--- config.mk ---
export PLATFORM = sky130hd
export DESIGN_NAME = id_decode_stage_flat
export DESIGN_NICKNAME = d
export VERILOG_FILES = /design/src/rtl/id_decode_stage_if.sv /design/src/rtl/id_decode_stage.sv /design/src/flat_wrapper.sv
export SDC_FILE = /design/constraint.sdc
export NUM_CORES = 2
export LEC_CHECK = 0
export ABC_AREA = 1
export BUFFER_PORTS_ARGS = -buffer_cell sky130_fd_sc_hd__buf_2
export CELL_PAD_IN_SITES_DETAIL_PLACEMENT = 1
export CELL_PAD_IN_SITES_GLOBAL_PLACEMENT = 1
export CORE_ASPECT_RATIO = 1.5
export CORE_MARGIN = 2
export CORE_UTILIZATION = 40
export CTS_BUF_LIST = sky130_fd_sc_hd__clkbuf_16
export DETAILED_ROUTE_END_ITERATION = 6
export PLACE_DENSITY_LB_ADDON = 0.1
export SLEW_MARGIN = 40
export SYNTH_ARGS = -nofsm -noshare
export SYNTH_HDL_FRONTEND = slang
export SYNTH_SLANG_ARGS = --single-unit
export TNS_END_PERCENT = 1
--- constraint.sdc ---
create_clock -name clk -period 4.86 [get_ports clk]
set_input_delay 1.458 -clock clk [delete_from_list [all_inputs] [get_ports clk]]
set_output_delay 1.458 -clock clk [all_outputs]
set_load 0.03 [all_outputs]
--- src/rtl/id_decode_stage_if.sv ---
// Signal bundle between the IF/ID register, the WB write port and the ID/EX register.
// The master side feeds instructions and write-backs; the slave side is the decode stage.
interface id_decode_stage_if #(
   parameter int DATA_W = 32,
   parameter int PC_W   = 8,
   parameter int ADDR_W = 5
);
   logic [PC_W-1:0]   IF_ID_PC;
   logic [DATA_W-1:0] IF_ID_Instruction;
   logic              RegWrite;
   logic [ADDR_W-1:0] writeReg;
   logic [DATA_W-1:0] writeData;

   logic [DATA_W-1:0] ID_EX_ReadData1;
   logic [DATA_W-1:0] ID_EX_ReadData2;
   logic [DATA_W-1:0] ID_EX_SignExtImm;
   logic [ADDR_W-1:0] ID_EX_Rb;
   logic [ADDR_W-1:0] ID_EX_Rd;
   logic [PC_W-1:0]   ID_EX_PC;
   logic              ID_EX_RegDst;
   logic              ID_EX_ALUSrc;
   logic              ID_EX_MemToReg;
   logic              ID_EX_RegWrite;
   logic              ID_EX_MemRead;
   logic              ID_EX_MemWrite;
   logic              ID_EX_Branch;
   logic [1:0]        ID_EX_ALUOp;

   modport master (
      output IF_ID_PC, IF_ID_Instruction, RegWrite, writeReg, writeData,
      input  ID_EX_ReadData1, ID_EX_ReadData2, ID_EX_SignExtImm, ID_EX_Rb, ID_EX_Rd,
             ID_EX_PC, ID_EX_RegDst, ID_EX_ALUSrc, ID_EX_MemToReg, ID_EX_RegWrite,
             ID_EX_MemRead, ID_EX_MemWrite, ID_EX_Branch, ID_EX_ALUOp
   );

   modport slave (
      input  IF_ID_PC, IF_ID_Instruction, RegWrite, writeReg, writeData,
      output ID_EX_ReadData1, ID_EX_ReadData2, ID_EX_SignExtImm, ID_EX_Rb, ID_EX_Rd,
             ID_EX_PC, ID_EX_RegDst, ID_EX_ALUSrc, ID_EX_MemToReg, ID_EX_RegWrite,
             ID_EX_MemRead, ID_EX_MemWrite, ID_EX_Branch, ID_EX_ALUOp
   );
endinterface

--- src/rtl/id_decode_stage.sv ---
// Instruction-decode stage: field decode, register file with WB write-through,
// immediate sign extension, control generation and the ID/EX pipeline register.
module id_decode_stage #(
   parameter int DATA_W = 32,
   parameter int PC_W   = 8,
   parameter int NREGS  = 32
) (
   input logic               clk,
   input logic               rst,
   id_decode_stage_if.slave  pipe_io
);
   localparam int AW = $clog2(NREGS);

   localparam logic [5:0] OP_RTYPE = 6'b000000;
   localparam logic [5:0] OP_LW    = 6'b100011;
   localparam logic [5:0] OP_SW    = 6'b101011;
   localparam logic [5:0] OP_BEQ   = 6'b000100;
   localparam logic [5:0] OP_ADDI  = 6'b001000;

   typedef struct packed {
      logic       regDst;
      logic       aluSrc;
      logic       memToReg;
      logic       regWrite;
      logic       memRead;
      logic       memWrite;
      logic       branch;
      logic [1:0] aluOp;
   } ctrl_t;

   typedef struct packed {
      logic [DATA_W-1:0] readData1;
      logic [DATA_W-1:0] readData2;
      logic [DATA_W-1:0] signExtImm;
      logic [AW-1:0]     rb;
      logic [AW-1:0]     rd;
      logic [PC_W-1:0]   pc;
      ctrl_t             ctrl;
   } idex_t;

   logic [DATA_W-1:0] regs_q [NREGS];

   logic [5:0]        opcode;
   logic [AW-1:0]     rsAddr;
   logic [AW-1:0]     rtAddr;
   logic [AW-1:0]     rdAddr;
   logic [15:0]       imm;
   logic              wbEn;
   logic [DATA_W-1:0] rsData;
   logic [DATA_W-1:0] rtData;
   ctrl_t             ctrl;
   idex_t             idex_d;
   idex_t             idex_q;

   assign opcode = pipe_io.IF_ID_Instruction[31:26];
   assign rsAddr = pipe_io.IF_ID_Instruction[25:21];
   assign rtAddr = pipe_io.IF_ID_Instruction[20:16];
   assign rdAddr = pipe_io.IF_ID_Instruction[15:11];
   assign imm    = pipe_io.IF_ID_Instruction[15:0];

   // r0 is hardwired to zero, so a write-back aimed at it is dropped entirely.
   assign wbEn = pipe_io.RegWrite && (pipe_io.writeReg != '0);

   always_ff @(posedge clk) begin
      if (rst) begin
         for (int i = 0; i < NREGS; i++) begin
            regs_q[i] <= '0;
         end
      end else if (wbEn) begin
         regs_q[pipe_io.writeReg] <= pipe_io.writeData;
      end
   end

   // Write-through lets an instruction in ID see the value WB is writing this cycle.
   always_comb begin
      rsData = regs_q[rsAddr];
      if (rsAddr == '0) begin
         rsData = '0;
      end else if (wbEn && (pipe_io.writeReg == rsAddr)) begin
         rsData = pipe_io.writeData;
      end
   end

   always_comb begin
      rtData = regs_q[rtAddr];
      if (rtAddr == '0) begin
         rtData = '0;
      end else if (wbEn && (pipe_io.writeReg == rtAddr)) begin
         rtData = pipe_io.writeData;
      end
   end

   always_comb begin
      ctrl = '0;
      unique case (opcode)
         OP_RTYPE: ctrl = '{regDst: 1'b1, aluSrc: 1'b0, memToReg: 1'b0, regWrite: 1'b1,
                            memRead: 1'b0, memWrite: 1'b0, branch: 1'b0, aluOp: 2'b10};
         OP_LW:    ctrl = '{regDst: 1'b0, aluSrc: 1'b1, memToReg: 1'b1, regWrite: 1'b1,
                            memRead: 1'b1, memWrite: 1'b0, branch: 1'b0, aluOp: 2'b00};
         OP_SW:    ctrl = '{regDst: 1'b0, aluSrc: 1'b1, memToReg: 1'b0, regWrite: 1'b0,
                            memRead: 1'b0, memWrite: 1'b1, branch: 1'b0, aluOp: 2'b00};
         OP_BEQ:   ctrl = '{regDst: 1'b0, aluSrc: 1'b0, memToReg: 1'b0, regWrite: 1'b0,
                            memRead: 1'b0, memWrite: 1'b0, branch: 1'b1, aluOp: 2'b01};
         OP_ADDI:  ctrl = '{regDst: 1'b0, aluSrc: 1'b1, memToReg: 1'b0, regWrite: 1'b1,
                            memRead: 1'b0, memWrite: 1'b0, branch: 1'b0, aluOp: 2'b00};
         default:  ctrl = '0;
      endcase
   end

   always_comb begin
      idex_d            = '0;
      idex_d.readData1  = rsData;
      idex_d.readData2  = rtData;
      idex_d.signExtImm = {{(DATA_W-16){imm[15]}}, imm};
      idex_d.rb         = rsAddr;
      idex_d.rd         = ctrl.regDst ? rdAddr : rtAddr;
      idex_d.pc         = pipe_io.IF_ID_PC;
      idex_d.ctrl       = ctrl;
   end

   // Reset squashes the in-flight instruction so EX sees a NOP.
   always_ff @(posedge clk) begin
      if (rst) begin
         idex_q <= '0;
      end else begin
         idex_q <= idex_d;
      end
   end

   assign pipe_io.ID_EX_ReadData1  = idex_q.readData1;
   assign pipe_io.ID_EX_ReadData2  = idex_q.readData2;
   assign pipe_io.ID_EX_SignExtImm = idex_q.signExtImm;
   assign pipe_io.ID_EX_Rb         = idex_q.rb;
   assign pipe_io.ID_EX_Rd         = idex_q.rd;
   assign pipe_io.ID_EX_PC         = idex_q.pc;
   assign pipe_io.ID_EX_RegDst     = idex_q.ctrl.regDst;
   assign pipe_io.ID_EX_ALUSrc     = idex_q.ctrl.aluSrc;
   assign pipe_io.ID_EX_MemToReg   = idex_q.ctrl.memToReg;
   assign pipe_io.ID_EX_RegWrite   = idex_q.ctrl.regWrite;
   assign pipe_io.ID_EX_MemRead    = idex_q.ctrl.memRead;
   assign pipe_io.ID_EX_MemWrite   = idex_q.ctrl.memWrite;
   assign pipe_io.ID_EX_Branch     = idex_q.ctrl.branch;
   assign pipe_io.ID_EX_ALUOp      = idex_q.ctrl.aluOp;
endmodule

--- src/flat_wrapper.sv ---
// flat-port wrapper written by rule: the top's interface ports become plain ports
module id_decode_stage_flat 
#(
   parameter int DATA_W = 32,
   parameter int PC_W   = 8,
   parameter int NREGS  = 32
)
  (clk, rst, pipe_io_IF_ID_PC, pipe_io_IF_ID_Instruction, pipe_io_RegWrite, pipe_io_writeReg, pipe_io_writeData, pipe_io_ID_EX_ReadData1, pipe_io_ID_EX_ReadData2, pipe_io_ID_EX_SignExtImm, pipe_io_ID_EX_Rb, pipe_io_ID_EX_Rd, pipe_io_ID_EX_PC, pipe_io_ID_EX_RegDst, pipe_io_ID_EX_ALUSrc, pipe_io_ID_EX_MemToReg, pipe_io_ID_EX_RegWrite, pipe_io_ID_EX_MemRead, pipe_io_ID_EX_MemWrite, pipe_io_ID_EX_Branch, pipe_io_ID_EX_ALUOp);
  id_decode_stage_if #(.DATA_W(DATA_W), .PC_W(PC_W), .ADDR_W(5)) pipe_io_i ();
  input logic clk;
  input logic rst;
  input wire logic [$bits(pipe_io_i.IF_ID_PC)-1:0] pipe_io_IF_ID_PC;
  input wire logic [$bits(pipe_io_i.IF_ID_Instruction)-1:0] pipe_io_IF_ID_Instruction;
  input wire logic [$bits(pipe_io_i.RegWrite)-1:0] pipe_io_RegWrite;
  input wire logic [$bits(pipe_io_i.writeReg)-1:0] pipe_io_writeReg;
  input wire logic [$bits(pipe_io_i.writeData)-1:0] pipe_io_writeData;
  output wire logic [$bits(pipe_io_i.ID_EX_ReadData1)-1:0] pipe_io_ID_EX_ReadData1;
  output wire logic [$bits(pipe_io_i.ID_EX_ReadData2)-1:0] pipe_io_ID_EX_ReadData2;
  output wire logic [$bits(pipe_io_i.ID_EX_SignExtImm)-1:0] pipe_io_ID_EX_SignExtImm;
  output wire logic [$bits(pipe_io_i.ID_EX_Rb)-1:0] pipe_io_ID_EX_Rb;
  output wire logic [$bits(pipe_io_i.ID_EX_Rd)-1:0] pipe_io_ID_EX_Rd;
  output wire logic [$bits(pipe_io_i.ID_EX_PC)-1:0] pipe_io_ID_EX_PC;
  output wire logic [$bits(pipe_io_i.ID_EX_RegDst)-1:0] pipe_io_ID_EX_RegDst;
  output wire logic [$bits(pipe_io_i.ID_EX_ALUSrc)-1:0] pipe_io_ID_EX_ALUSrc;
  output wire logic [$bits(pipe_io_i.ID_EX_MemToReg)-1:0] pipe_io_ID_EX_MemToReg;
  output wire logic [$bits(pipe_io_i.ID_EX_RegWrite)-1:0] pipe_io_ID_EX_RegWrite;
  output wire logic [$bits(pipe_io_i.ID_EX_MemRead)-1:0] pipe_io_ID_EX_MemRead;
  output wire logic [$bits(pipe_io_i.ID_EX_MemWrite)-1:0] pipe_io_ID_EX_MemWrite;
  output wire logic [$bits(pipe_io_i.ID_EX_Branch)-1:0] pipe_io_ID_EX_Branch;
  output wire logic [$bits(pipe_io_i.ID_EX_ALUOp)-1:0] pipe_io_ID_EX_ALUOp;
  assign pipe_io_i.IF_ID_PC = pipe_io_IF_ID_PC;
  assign pipe_io_i.IF_ID_Instruction = pipe_io_IF_ID_Instruction;
  assign pipe_io_i.RegWrite = pipe_io_RegWrite;
  assign pipe_io_i.writeReg = pipe_io_writeReg;
  assign pipe_io_i.writeData = pipe_io_writeData;
  assign pipe_io_ID_EX_ReadData1 = pipe_io_i.ID_EX_ReadData1;
  assign pipe_io_ID_EX_ReadData2 = pipe_io_i.ID_EX_ReadData2;
  assign pipe_io_ID_EX_SignExtImm = pipe_io_i.ID_EX_SignExtImm;
  assign pipe_io_ID_EX_Rb = pipe_io_i.ID_EX_Rb;
  assign pipe_io_ID_EX_Rd = pipe_io_i.ID_EX_Rd;
  assign pipe_io_ID_EX_PC = pipe_io_i.ID_EX_PC;
  assign pipe_io_ID_EX_RegDst = pipe_io_i.ID_EX_RegDst;
  assign pipe_io_ID_EX_ALUSrc = pipe_io_i.ID_EX_ALUSrc;
  assign pipe_io_ID_EX_MemToReg = pipe_io_i.ID_EX_MemToReg;
  assign pipe_io_ID_EX_RegWrite = pipe_io_i.ID_EX_RegWrite;
  assign pipe_io_ID_EX_MemRead = pipe_io_i.ID_EX_MemRead;
  assign pipe_io_ID_EX_MemWrite = pipe_io_i.ID_EX_MemWrite;
  assign pipe_io_ID_EX_Branch = pipe_io_i.ID_EX_Branch;
  assign pipe_io_ID_EX_ALUOp = pipe_io_i.ID_EX_ALUOp;
  id_decode_stage #(.DATA_W(DATA_W), .PC_W(PC_W), .NREGS(NREGS)) u_core (.clk(clk), .rst(rst), .pipe_io(pipe_io_i));
endmodule
Yosys cells after proc, flatten, opt, wreduce, memory -nomap -nowiden
Memories as Yosys holds them, arrays and structs flattened. A register that Yosys moved wholly into a read port is not among the register bits.
Index checks and enable logic that the tools add are counted.
Storage, ports and cells
  bits in registers: 43
  bits in writable memories: 1024
  input bits: 80
  word-level logic and storage cells: 35
  memories kept: 1
Memories
  u_core.regs_q: words 32, width 32, rd ports 2, clocked after memory_dff 2, wr ports 32, line id_decode_stage.sv:41  | logic [DATA_W-1:0] regs_q [NREGS];
Cells by class
  eq/ne operators: 4
  multiplexer cells: 10
  reductions and logical operators: 8
Operators with widths (number)
  case mux 9 bit (5 select lines): 1
  two-way mux 32 bit: 1
  OR reduction 32 bit: 1
  equality test 6 bit, second input constant: 2
  zero test 5 bit: 2
  two-way mux 5 bit: 2
  equality test 6 x 3 -> 1 bit, second input constant: 1
  equality test 6 x 4 -> 1 bit, second input constant: 1
  zero test 6 bit: 1
  two-way mux 1 bit: 6
  nonzero test 5 bit: 1
  OR reduction 2 bit: 2
  logical AND 1 bit: 1

Logic depth before layout (Yosys ltp)
  depth in word-level cells: 7
  gate-level depth with buffers: 12
  gate-level depth less buffers: 9

Least setup slack after synthesis
OpenSTA, ideal clock, no wires.
  path kind: input port to flip-flop
  start: in pipe_io_writeReg[4]
  end: mem u_core.regs_q[10][0] (enable)
  library setup time: 389 ps
  arrival: 3240 ps
  required time: 4471 ps
  setup slack: 1231 ps
  stages on the path: 8
  buffers on the path: 2
  cells stage by stage: clkbuf_2 > inv_1 > nand3_1 > o21ai_1 > nor2_1 > nand2_1 > buf_2 > nand2_1
RTL lines
  from (decl): line flat_wrapper.sv:15  | input wire logic [$bits(pipe_io_i.writeReg)-1:0] pipe_io_writeReg;
  to (decl): line id_decode_stage.sv:41

Worst setup path after layout
  start: reg u_core.pipe_io.ID_EX_SignExtImm[15] (netlist name)
  end: out pipe_io_ID_EX_SignExtImm[19]
RTL lines
  to (decl): line flat_wrapper.sv:19  | output wire logic [$bits(pipe_io_i.ID_EX_SignExtImm)-1:0] pipe_io_ID_EX_SignExtImm;
No word-level cell between the ends.

==> out/metrics.csv <==
stage,metric,value,unit
timing,fin_crit,3.15,ns
detailed_routing,drt_wl_total,287,mm
logic_synthesis,ys_ff_latch,1128,
timing,worst_slack,1.71,ns
layout,syn_to_final_growth,12.4,%
logic_synthesis,synthAdderAreaFrac,0,%
layout,fin_nets,8279,
detailed_routing,dr.pass1.iters,5,
pwr,p_leak,0.0315,uW
placed_design,place_area,0.0656,sq mm
clock_network,root_buffer,clkbuf_16,
pwr,seqPwrFrac,45.4,%
timing,fmax,317,MHz
run,drv_cap,0,
logic_synthesis,ys_seq_area_share,52.9,%
logic_synthesis,synth_cell_types,26,
critical_path,arrival,1.70,ns
die,die_h,486,um
logic_synthesis,synth_area,0.0621,sq mm
critical_path,critPathCaptureType,output port,
pwr,power_density,359,mW/mm^2
timing,period_share,64.9,%
pwr,vdd_drop_max,0.000310,V
layout,drive_above_1_share,8.69,%
timing,worst_pin_slew,0.926,ns
timing,fin_setup_tns,0,ns
global_route,grt_util_all_layers,35.8,%
die,boundaryPins,203,
critical_path,cp_max_fo,17,
critical_path,critical-path-max-stage-delay,0.60,ns
critical_path,path_buf_inv,1,
logic_synthesis,synthTopCellsByArea,"edfxtp_1, nand2_1, nor2_1",
clock_network,clock_sinks,1128,
detailed_routing,post-route-drc-count,0,
global_route,grt-ovfl-total,0,
timing,finClkSkew,0.0306,ns
die,die_w,326,um
detailed_routing,vias,58900,
clock_network,path_clk_slew,0.06,ns
detailed_routing,drt_iter0_drc,5657,
clock_network,cts_max_path_buffers,3,
timing,slew_headroom,38.3,%
detailed_routing,ant_nets,0,
detailed_routing,viasPerCell,5.69,
global_route,grt_max_degree,121,
clock_network,ctsHtreeMaxLevel,4,
timing,hold_viol,0,
logic_synthesis,synth_compound_area_share,3.03,%
logic_synthesis,synth_top_family_by_area,simple AND/OR/NAND/NOR gates,
pwr,p_sw_share,29.3,%
hold_path,worstHoldPathType,in -> reg,
die,rows,177,
clock_network,tritoncts,built,
critical_path,crit_type,reg -> out,
logic_synthesis,synth_mux_area_share,0,%
critical_path,path_delay_family,flip-flops,
placed_design,dp_slack,1.06,ns
pwr,intPower,17700,uW
timing,rsz0062_at_grt,false,
global_route,grt_antenna_before_repair,5,
critical_path,cp_cell_sequence,buf_2,
pwr,pwr-share-clk,40.0,%
logic_synthesis,yosysWarnings,0,
pwr,p_sw,7350,uW
critical_path,cp_slowest_cell,dfxtp_1,
die,dieArea,0.158,sq mm
die,initial_core_util,40.2,%
pwr,pwr-share-comb,14.6,%
placed_design,port_buffers,202,
clock_network,cts_resized,0,
logic_synthesis,syn_inst,8264,
die,core_area,0.155,sq mm
placed_design,gp_congestion,0.915,
critical_path,cp.required,3.40,ns
global_route,grt_pass1_wl,410,mm
timing,finalSetupViolations,0,
run_status,outcome,"complete, no violations",
logic_synthesis,synth_top_area_cell,edfxtp_1,
critical_path,regToRegSetupSlack,3.00,ns
timing,slew_viol_final,0,
clock_network,postCtsSetupRepairBufs,0,
pwr,totalPowerFinal,25100,uW
logic_synthesis,synthSimpleGateAreaFrac,34.8,%
logic_synthesis,synth_top_area_share,49.5,%
placed_design,dp_hpwl,179,mm
logic_synthesis,syn_area_per_cell,7.51,sq um
clock_network,cts_buffers,130,
timing,holdWs,0.839,ns
logic_synthesis,synthXorXnorAreaFrac,0.0847,%
layout,fin_area,0.0698,sq mm
layout,final_cell_mix,"nand2_1, nor2_1, nand3_1",
layout,final_common_cell,nand2_1,
clock_network,clk_latency,0.82,ns
clock_network,ctsHoldBuffers,0,
detailed_routing,routedWlPerCell,27.7,um
global_route,grt_pass1_vias,60500,
critical_path,cp-start-kind,register,
final timing paths:
path,cells past startpoint,from,endpoint
setup / recovery,1,u_core.pipe_io.ID_EX_SignExtImm[15],pipe_io_ID_EX_SignExtImm[19]
hold / removal,3,pipe_io_IF_ID_PC[3],u_core.pipe_io.ID_EX_PC[3]
setup reg to reg,8,u_core.regs_q[8][29],u_core.pipe_io.ID_EX_ReadData1[29]
hold reg to reg,8,u_core.regs_q[19][26],u_core.pipe_io.ID_EX_ReadData2[26]
through the flow:
| stage | util (%) | cells |
|---|---|---|
| floorplan | - | 8295 |
| global placement | 42.4 | 10100 |
| detailed placement | 42.4 | 10100 |
| CTS | 45.1 | 10400 |
| global route | 45.1 | 10400 |
| finish | 45.1 | 10400 |
cell usage after synthesis:
cell type	instances
nor2_1	1585
a21oi_1	102
o211ai_1	70
inv_2	6
xnor2_1	4
o21ai_0	165
nand2_1	2699
o21ai_1	1
inv_1	738
or2_1	1
buf_1	81
nor3_1	8
buf_4	22
a31oi_1	2
xor2_1	2
clkinv_1	1
buf_2	270
edfxtp_1	1024
nand4_1	3
clkbuf_2	1
conb_1	1
clkbuf_1	282
dfxtp_1	104
nor3_2	2
nand3_1	1083
or2_2	7
power by group through the flow:
stage | Combinational, uW | Sequential [uW] | Clock (uW)
3_3_place_gp | 3520 | 11600 | 0
4_1_cts | 3610 | 11400 | 10100
6_report | 3660 | 11400 | 10000
3_5_place_dp | 3590 | 11600 | 0
5_1_grt | 3890 | 11400 | 10500
2_1_floorplan | 1890 | 11600 | 0
registers in the layout, indices dropped and copies added, names as in the netlist:
| signal | cells |
|---|---|
| u_core.pipe_io.ID_EX_MemToReg | 1 |
| u_core.pipe_io.ID_EX_PC | 8 |
| u_core.pipe_io.ID_EX_ReadData2 | 32 |
| u_core.pipe_io.ID_EX_RegDst | 1 |
| u_core.pipe_io.ID_EX_Rb | 5 |
| u_core.pipe_io.ID_EX_MemWrite | 1 |
| u_core.pipe_io.ID_EX_RegWrite | 1 |
| u_core.pipe_io.ID_EX_ALUSrc | 1 |
| u_core.pipe_io.ID_EX_ALUOp | 1 |
| u_core.pipe_io.ID_EX_SignExtImm | 16 |
| u_core.pipe_io.ID_EX_Rd | 5 |
| u_core.regs_q | 1024 |
| u_core.pipe_io.ID_EX_ReadData1 | 32 |
final cells by class:
type / count / area, sq um
Antenna cell: 4 / 10.0
Inverter: 745 / 2880
Tap cell: 2058 / 2570
Fill cell: 19100 / 84800
Sequential cell: 1128 / 32800
Clock buffer: 141 / 3530
Timing Repair Buffer: 428 / 3390
Multi-Input combinational cell: 5766 / 23900
Clock inverter: 88 / 652
routing by layer:
layer	vias to the layer above	track usage (%)	part of all wire, %
met1	29600	41.2	37
met2	2521	60.1	48
met4	2	28.8	9.1
met3	841	4.39	6.1
met5	-	0	0.0042
li1	25900	-	-
worst reg2reg max path, delay by kind of cell, from the launching register on:
kind,cells,cell delay (ns)
compound gates,1,0.39
simple gates,7,0.96
flops,1,0.36
kinds of logic after synthesis:
kind of cell / Yosys count
and+or+nand+nor: 5388
other: 1
xor gates and xnor gates: 6
buffers and inverters: 1401
AOI/OAI and AO/OA: 340
DFF: 1128
(Power assumes the default switching activity.)
